File: src/rtl/penalty_match_if.sv
// Purpose : bundles the referee's control inputs and its score/turn outputs.
// Latency : none, wiring only.
// Backpress: none; every signal is either a one-cycle pulse or a level.
//
// Signals (direction as seen by the referee, modport slave):
//   in : frame_tick, start, solo_enable, shot_done, goal
//   out: state[2:0], side_b_kicks, cpu_kick, kick_idx, score_a, score_b,
//        last_goal, sudden, winner[1:0], timeout
interface penalty_match_if #(
  parameter int SCORE_W = 4
);
  logic               frame_tick;
  logic               start;
  logic               solo_enable;
  logic               shot_done;
  logic               goal;
  logic [2:0]         state;
  logic               side_b_kicks;
  logic               cpu_kick;
  logic [SCORE_W-1:0] kick_idx;
  logic [SCORE_W-1:0] score_a;
  logic [SCORE_W-1:0] score_b;
  logic               last_goal;
  logic               sudden;
  logic [1:0]         winner;
  logic               timeout;

  // Game / kick logic side: drives requests and results, observes status.
  modport master (
    output frame_tick, start, solo_enable, shot_done, goal,
    input  state, side_b_kicks, cpu_kick, kick_idx, score_a, score_b,
           last_goal, sudden, winner, timeout
  );

  // Referee side.
  modport slave (
    input  frame_tick, start, solo_enable, shot_done, goal,
    output state, side_b_kicks, cpu_kick, kick_idx, score_a, score_b,
           last_goal, sudden, winner, timeout
  );
endinterface

File: src/rtl/penalty_match_ctl.sv
// Purpose : penalty-shootout referee: turns, scores, kick timeout, early decision, tie handling.
// Latency : all outputs registered; shot_done -> RESULT and score update one edge later.
// Backpress: none; pulses outside their accepting state are dropped.
//
// Ports: clk, rst (sync, active-high), pm_if (penalty_match_if.slave, see interface header).
// Optional feature: define PENALTY_SUDDEN_DEATH_EN to play sudden-death pairs after a tie
// over ROUNDS pairs; otherwise such a tie ends the match as a draw (winner=3).
module penalty_match_ctl #(
  parameter int ROUNDS        = 5,
  parameter int SCORE_W       = 4,
  parameter int KICK_FRAMES   = 300,
  parameter int RESULT_FRAMES = 120
) (
  input  logic           clk,
  input  logic           rst,
  penalty_match_if.slave pm_if
);

  localparam int TMAX   = (KICK_FRAMES > RESULT_FRAMES) ? KICK_FRAMES : RESULT_FRAMES;
  localparam int KICK_W = $clog2(TMAX + 1);

  localparam logic [SCORE_W-1:0] SCORE_MAX  = '1;
  localparam logic [KICK_W-1:0]  KICK_LAST  = KICK_W'(KICK_FRAMES - 1);
  localparam logic [KICK_W-1:0]  RES_LAST   = KICK_W'(RESULT_FRAMES - 1);
  localparam logic [31:0]        ROUNDS_U   = ROUNDS;

  typedef enum logic [2:0] {
    S_IDLE   = 3'd0,
    S_AIM    = 3'd1,
    S_RESULT = 3'd2,
    S_OVER   = 3'd3
  } state_t;

  state_t             state_q;
  logic               side_b_q;
  logic               solo_q;
  logic               cpu_kick_q;
  logic               timeout_q;
  logic               last_goal_q;
  logic               sudden_q;
  logic [1:0]         winner_q;
  logic [SCORE_W-1:0] kick_idx_q;
  logic [SCORE_W-1:0] score_a_q;
  logic [SCORE_W-1:0] score_b_q;
  logic [KICK_W-1:0]  timer_q;

  logic               kick_expire;
  logic               result_done;
  logic [SCORE_W-1:0] cur_score;
  logic [SCORE_W-1:0] shot_score_d;
  logic [SCORE_W-1:0] kick_idx_d;
  logic [31:0]        sa, sb, kicks_a, kicks_b, rem_a, rem_b;
  logic               lead_a, lead_b, reg_done, tied;

  always_comb begin
    kick_expire  = pm_if.frame_tick && (timer_q == KICK_LAST);
    result_done  = pm_if.frame_tick && (timer_q == RES_LAST);

    cur_score    = side_b_q ? score_b_q : score_a_q;
    shot_score_d = (pm_if.goal && (cur_score != SCORE_MAX)) ? cur_score + SCORE_W'(1) : cur_score;

    // kick_idx only advances once side B has shot; it saturates during long sudden death.
    kick_idx_d   = (side_b_q && (kick_idx_q != SCORE_MAX)) ? kick_idx_q + SCORE_W'(1) : kick_idx_q;

    // During evaluation A has always taken kick_idx+1 kicks; B has too if B just shot.
    sa      = 32'(score_a_q);
    sb      = 32'(score_b_q);
    kicks_a = 32'(kick_idx_q) + 32'd1;
    kicks_b = side_b_q ? kicks_a : 32'(kick_idx_q);
    rem_a   = (kicks_a >= ROUNDS_U) ? 32'd0 : ROUNDS_U - kicks_a;
    rem_b   = (kicks_b >= ROUNDS_U) ? 32'd0 : ROUNDS_U - kicks_b;

    // A side is out of reach when the other cannot catch up with its remaining kicks.
    lead_a   = sa > (sb + rem_b);
    lead_b   = sb > (sa + rem_a);
    reg_done = side_b_q && (kicks_a >= ROUNDS_U);
    tied     = (score_a_q == score_b_q);
  end

  always_ff @(posedge clk) begin
    if (rst) begin
      state_q     <= S_IDLE;
      side_b_q    <= 1'b0;
      solo_q      <= 1'b0;
      cpu_kick_q  <= 1'b0;
      timeout_q   <= 1'b0;
      last_goal_q <= 1'b0;
      sudden_q    <= 1'b0;
      winner_q    <= 2'd0;
      kick_idx_q  <= '0;
      score_a_q   <= '0;
      score_b_q   <= '0;
      timer_q     <= '0;
    end else begin
      cpu_kick_q <= 1'b0;
      timeout_q  <= 1'b0;
      case (state_q)
        S_IDLE, S_OVER: begin
          if (pm_if.start) begin
            state_q     <= S_AIM;
            side_b_q    <= 1'b0;
            solo_q      <= pm_if.solo_enable;
            last_goal_q <= 1'b0;
            sudden_q    <= 1'b0;
            winner_q    <= 2'd0;
            kick_idx_q  <= '0;
            score_a_q   <= '0;
            score_b_q   <= '0;
            timer_q     <= '0;
          end
        end

        S_AIM: begin
          // shot_done takes priority over an expiry landing on the same tick.
          if (pm_if.shot_done) begin
            state_q     <= S_RESULT;
            last_goal_q <= pm_if.goal;
            timer_q     <= '0;
            if (side_b_q) score_b_q <= shot_score_d;
            else          score_a_q <= shot_score_d;
          end else if (kick_expire) begin
            state_q     <= S_RESULT;
            last_goal_q <= 1'b0;
            timeout_q   <= 1'b1;
            timer_q     <= '0;
          end else if (pm_if.frame_tick) begin
            timer_q <= timer_q + KICK_W'(1);
          end
        end

        S_RESULT: begin
          if (result_done) begin
            timer_q    <= '0;
            kick_idx_q <= kick_idx_d;
            if (!sudden_q && lead_a) begin
              state_q  <= S_OVER;
              winner_q <= 2'd1;
            end else if (!sudden_q && lead_b) begin
              state_q  <= S_OVER;
              winner_q <= 2'd2;
            end else if (sudden_q && side_b_q && !tied) begin
              state_q  <= S_OVER;
              winner_q <= (score_a_q > score_b_q) ? 2'd1 : 2'd2;
            end else if (!sudden_q && reg_done) begin
              // Only reachable when tied: an unequal score with no kicks left is a lead.
`ifdef PENALTY_SUDDEN_DEATH_EN
              state_q  <= S_AIM;
              sudden_q <= 1'b1;
              side_b_q <= 1'b0;
`else
              state_q  <= S_OVER;
              winner_q <= 2'd3;
`endif
            end else begin
              state_q    <= S_AIM;
              side_b_q   <= !side_b_q;
              cpu_kick_q <= solo_q && !side_b_q;
            end
          end else if (pm_if.frame_tick) begin
            timer_q <= timer_q + KICK_W'(1);
          end
        end

        default: state_q <= S_IDLE;
      endcase
    end
  end

  assign pm_if.state        = state_q;
  assign pm_if.side_b_kicks = side_b_q;
  assign pm_if.cpu_kick     = cpu_kick_q;
  assign pm_if.kick_idx     = kick_idx_q;
  assign pm_if.score_a      = score_a_q;
  assign pm_if.score_b      = score_b_q;
  assign pm_if.last_goal    = last_goal_q;
  assign pm_if.sudden       = sudden_q;
  assign pm_if.winner       = winner_q;
  assign pm_if.timeout      = timeout_q;

endmodule

File: src/flat_wrapper.sv
// flat-port wrapper written by rule: the top's interface ports become plain ports
module penalty_match_ctl_flat 
#(
  parameter int ROUNDS        = 5,
  parameter int SCORE_W       = 4,
  parameter int KICK_FRAMES   = 300,
  parameter int RESULT_FRAMES = 120
)
  (clk, rst, pm_if_frame_tick, pm_if_start, pm_if_solo_enable, pm_if_shot_done, pm_if_goal, pm_if_state, pm_if_side_b_kicks, pm_if_cpu_kick, pm_if_kick_idx, pm_if_score_a, pm_if_score_b, pm_if_last_goal, pm_if_sudden, pm_if_winner, pm_if_timeout);
  penalty_match_if #(.SCORE_W(SCORE_W)) pm_if_i ();
  input  logic clk;
  input  logic rst;
  input wire logic [$bits(pm_if_i.frame_tick)-1:0] pm_if_frame_tick;
  input wire logic [$bits(pm_if_i.start)-1:0] pm_if_start;
  input wire logic [$bits(pm_if_i.solo_enable)-1:0] pm_if_solo_enable;
  input wire logic [$bits(pm_if_i.shot_done)-1:0] pm_if_shot_done;
  input wire logic [$bits(pm_if_i.goal)-1:0] pm_if_goal;
  output wire logic [$bits(pm_if_i.state)-1:0] pm_if_state;
  output wire logic [$bits(pm_if_i.side_b_kicks)-1:0] pm_if_side_b_kicks;
  output wire logic [$bits(pm_if_i.cpu_kick)-1:0] pm_if_cpu_kick;
  output wire logic [$bits(pm_if_i.kick_idx)-1:0] pm_if_kick_idx;
  output wire logic [$bits(pm_if_i.score_a)-1:0] pm_if_score_a;
  output wire logic [$bits(pm_if_i.score_b)-1:0] pm_if_score_b;
  output wire logic [$bits(pm_if_i.last_goal)-1:0] pm_if_last_goal;
  output wire logic [$bits(pm_if_i.sudden)-1:0] pm_if_sudden;
  output wire logic [$bits(pm_if_i.winner)-1:0] pm_if_winner;
  output wire logic [$bits(pm_if_i.timeout)-1:0] pm_if_timeout;
  assign pm_if_i.frame_tick = pm_if_frame_tick;
  assign pm_if_i.start = pm_if_start;
  assign pm_if_i.solo_enable = pm_if_solo_enable;
  assign pm_if_i.shot_done = pm_if_shot_done;
  assign pm_if_i.goal = pm_if_goal;
  assign pm_if_state = pm_if_i.state;
  assign pm_if_side_b_kicks = pm_if_i.side_b_kicks;
  assign pm_if_cpu_kick = pm_if_i.cpu_kick;
  assign pm_if_kick_idx = pm_if_i.kick_idx;
  assign pm_if_score_a = pm_if_i.score_a;
  assign pm_if_score_b = pm_if_i.score_b;
  assign pm_if_last_goal = pm_if_i.last_goal;
  assign pm_if_sudden = pm_if_i.sudden;
  assign pm_if_winner = pm_if_i.winner;
  assign pm_if_timeout = pm_if_i.timeout;
  penalty_match_ctl #(.ROUNDS(ROUNDS), .SCORE_W(SCORE_W), .KICK_FRAMES(KICK_FRAMES), .RESULT_FRAMES(RESULT_FRAMES)) u_core (.clk(clk), .rst(rst), .pm_if(pm_if_i));
endmodule
File: config.mk
export PLATFORM = sky130hd
export DESIGN_NAME = penalty_match_ctl_flat
export DESIGN_NICKNAME = d
export VERILOG_FILES = /design/src/rtl/penalty_match_if.sv /design/src/rtl/penalty_match_ctl.sv /design/src/flat_wrapper.sv
export SDC_FILE = /design/constraint.sdc
export NUM_CORES = 1
export LEC_CHECK = 0
export BUFFER_PORTS_ARGS = -buffer_cell sky130_fd_sc_hd__buf_2
export CORE_ASPECT_RATIO = 1.25
export CORE_MARGIN = 2
export CORE_UTILIZATION = 59
export DETAILED_ROUTE_END_ITERATION = 16
export HOLD_SLACK_MARGIN = 0.08
export PLACE_DENSITY = 0.81
export SLEW_MARGIN = 20
export SYNTH_ARGS = -nofsm -noshare
export SYNTH_HDL_FRONTEND = slang
export SYNTH_SLANG_ARGS = --single-unit
File: constraint.sdc
create_clock -name clk -period 5.63 [get_ports clk]
set_input_delay 0.8445 -clock clk [delete_from_list [all_inputs] [get_ports clk]]
set_output_delay 0.8445 -clock clk [all_outputs]
set_load 0.03 [all_outputs]
==> flow_summary_export.csv <==
group,metric,value,unit
outcome,outcome,"finished clean",
cts,cts-buffers-inserted,5,
floorplan,ioPinCount,29,
critical_path,end_kind,"flop",
global_route,grt_pass1_wl,9050,um
critical_path,critical-path-max-stage-delay,590,ps
timing,tns,0,ps
yosys,yosysWarnings,0,
place,io_buffer_count,26,
timing,rsz0062_at_grt,"false",
timing,slew_viol_final,0,
pwr,switching_share,0.429,
cts,cts_sinks,30,
final_layout,finalNetCount,359,
drt,via_per_inst,5.76,
critical_path,start_kind,"flop",
pwr,ir_drop,0.252,mV
timing,fmax,219,MHz
pwr,powerDensity,303,mW/mm^2
drt,num_vias,2183,
critical_path,crit_fanout,12,
timing,setup_viol,0,
timing,hold_violations,0,
cts,cts_buffer_depth,2,
critical_path,path_cells,"ha_1 -> xor2_1 -> ha_1 -> inv_1 -> o31ai_2 -> nor2_1 -> ha_1 -> a21o_1 -> a21oi_1 -> xor2_1 -> ha_1 -> and4_1 -> a221o_1 -> a311oi_1 -> a21oi_1 -> and2_1 -> and4_1",
final_layout,mostFrequentLayoutCells,"nor2_1 (44), dfxtp_1 (30), ha_1 (28)",
flow_run,max-cap-violations,0,
cts,cts_resized,0,
global_route,antenna_found_initial,0,
yosys,async_flop_share,0,
final_layout,syn_to_final_growth,8.74,%
drt,drt-total-wl,5290,um
critical_path,cp_common_cell,"ha_1",
drt,drc,0,
timing,period_share,0.812,
pwr,power.clock.fraction,0.228,
yosys,syn_avg_cell_area,8.24,um^2
critical_path,crit_arrival,4760,ps
final_layout,fillerInstances,351,
critical_path,regToRegSetupSlack,1060,ps
cts,postCtsHoldBufs,0,
final_layout,multiInputGateArea,0.00174,mm^2
global_route,grt_max_degree,24,
drt,drtAntennaViolNets,0,
final_layout,drive_gt1_frac,0.142,
cts,cts_root_buf,"clkbuf_8",
yosys,synthesis.area,0.00249,mm^2
floorplan,initial_utilization,0.612,
drt,drtIter0Drc,62,
yosys,yosys.area.top_type,"dfxtp_1",
yosys,synth_edf_count,0,
final_layout,fin_cells,379,
place,placed_cells,371,
pwr,seq_power_share,0.319,
critical_path,worstSetupPathType,"flop to flop",
critical_path,endpoint,"u_core.pm_if.cpu_kick$_SDFF_PP0_",
global_route,grt_pass1_vias,2060,
pwr,p_leak,0.00120,uW
floorplan,die_area,0.00476,mm^2
place,routabilityCongestion,0.987,
cts,cts_tree,"done",
drt,post_drt_wl_per_cell,14.0,um
critical_path,worstPathRequired,5820,ps
yosys,ys_top_cells_by_area,"dfxtp_1 (24%), ha_1 (14%), nor2_1 (6.6%)",
yosys,ys_types,58,
critical_path,reg2reg_to,"u_core.pm_if.cpu_kick$_SDFF_PP0_",
pwr,combPwrFrac,0.453,
floorplan,fp-row-count,26,
critical_path,rr_startpoint,"u_core.pm_if.kick_idx[0]$_SDFFE_PP0P_",
cts,cts.clk_slew.worst_paths,70,ps
pwr,p_sw,351,uW
final_layout,n_antenna_cell,0,
global_route,grt_usage,0.234,
final_layout,regArea,601,um^2
floorplan,core_area,0.00407,mm^2
critical_path,ff2ff_path_depth,17,
timing,worst_pin_slew,681,ps
worst_hold_path,hp-class,"flop to flop",
yosys,ys_seq_area_frac,0.241,
drt,drt_first_pass_iters,4,
floorplan,die_w,62.1,um
critical_path,crit_slowest_cell,"dfxtp_1",
cts,htreeDepth,2,
yosys,netlist.area_leader.share,0.241,
floorplan,die_h,76.6,um
timing,max_slew_margin,0.545,
yosys,synthFlopType,"dfxtp_1",
timing,timing.hold.ws,466,ps
timing,skew,6.68,ps
final_layout,layout_commonest_cell,"nor2_1",
yosys,synthCells,302,
timing,min_period,4570,ps
yosys,synth-seq-cells,30,
global_route,overflow,0,
critical_path,critPathLaunch,"u_core.pm_if.kick_idx[0]$_SDFFE_PP0P_",
place,dp_hpwl,4000,um
pwr,p_int,468,uW
cts,clk_latency,290,ps
cts,post_cts_buffers,0,
## registers in the layout (all words and copies together), names as in the netlist
| name | count |
|---|---|
| u_core.pm_if.cpu_kick | 1 |
| u_core.pm_if.kick_idx | 4 |
| u_core.pm_if.last_goal | 1 |
| u_core.pm_if.score_a | 4 |
| u_core.pm_if.score_b | 4 |
| u_core.pm_if.side_b_kicks | 1 |
| u_core.pm_if.state | 2 |
| u_core.pm_if.timeout | 1 |
| u_core.pm_if.winner | 2 |
| u_core.solo_q | 1 |
| u_core.timer_q | 9 |
## worst min path at each step
stage / startpoint / to / depth (start not counted)
final: u_core.solo_q$_SDFFE_PP0P_ / u_core.solo_q$_SDFFE_PP0P_ / 2
after global routing: u_core.solo_q$_SDFFE_PP0P_ / u_core.solo_q$_SDFFE_PP0P_ / 2
after CTS: u_core.solo_q$_SDFFE_PP0P_ / u_core.solo_q$_SDFFE_PP0P_ / 2
after detailed placement: u_core.solo_q$_SDFFE_PP0P_ / u_core.solo_q$_SDFFE_PP0P_ / 2
after global placement: u_core.solo_q$_SDFFE_PP0P_ / u_core.solo_q$_SDFFE_PP0P_ / 2
after floorplan: u_core.solo_q$_SDFFE_PP0P_ / u_core.solo_q$_SDFFE_PP0P_ / 2
## power by group through the flow
stage               Combinational (uW)  Clock (uW)  Sequential [uW]
floorplan                          295           0              276
global placement                   363           0              265
detailed placement                 370           0              266
CTS                                372         192              261
global route                       417         199              265
finish                             371         187              262
## routing by layer
layer | routed length (um) | vias to the layer above | global-route usage
li1 | - | 1103 | -
met1 | 2360 | 1025 | 0.268
met2 | 2620 | 41 | 0.418
met3 | 167 | 14 | 0.0414
met4 | 142 | 0 | 0.109
met5 | 0 | - | 0
## critical path: cells and delay by family (launching register included)
kind	cells	cell delay, ps
simple gates	4	720
fa+ha+maj	4	1130
buf+inv	1	60
flops	1	590
xor+xnor	2	500
compound gates	6	1460
## final cells by class
cell class,count,share of cell area
Clock buffer,6,0.0305
Clock inverter,2,0.00462
Inverter,18,0.0250
Multi-Input combinational cell,241,0.644
Sequential cell,30,0.222
Tap cell,56,0.0259
Timing Repair Buffer,26,0.0481
## cells in the mapped netlist (2+ instances only)
| cell type | number |
|---|---|
| mux2_2 | 4 |
| o21ai_0 | 8 |
| and4_1 | 2 |
| nor3_1 | 3 |
| buf_4 | 5 |
| a311oi_1 | 2 |
| a31oi_1 | 3 |
| a21oi_1 | 25 |
| ha_1 | 28 |
| mux2i_1 | 11 |
| nor2b_1 | 6 |
| nand2b_1 | 5 |
| and2_1 | 6 |
| nor2_1 | 44 |
| clkbuf_1 | 5 |
| and3b_1 | 2 |
| nand3_1 | 9 |
| inv_1 | 18 |
| o31a_1 | 2 |
| buf_2 | 2 |
| xor2_1 | 9 |
| o31ai_1 | 2 |
| fa_1 | 2 |
| dfxtp_1 | 30 |
| nand4_1 | 7 |
| nand2_1 | 15 |
| xnor2_1 | 10 |
| nor4b_1 | 2 |
| a21o_1 | 5 |
| o21bai_1 | 2 |
## stage by stage
step	instance area, um^2	total power (uW)	setup slack [ps]	utilization
final	2710	820	1060	0.666
after global routing	2710	881	647	0.666
after CTS	2710	824	1070	0.666
after detailed placement	2610	635	1080	0.642
after global placement	2610	628	1300	0.642
after floorplan	2490	571	1480	-
## kinds of logic after synthesis
kind of cell | synth area share
AND/OR/NAND/NOR | 0.222
buffers and inverters | 0.0598
AO/OA/AOI/OAI | 0.183
other | 0.00151
multiplexers | 0.0623
flip-flops | 0.241
adder cells (fa/ha/maj) | 0.157
XOR/XNOR | 0.0734
No activity file was read; power rests on OpenSTA's default activity.
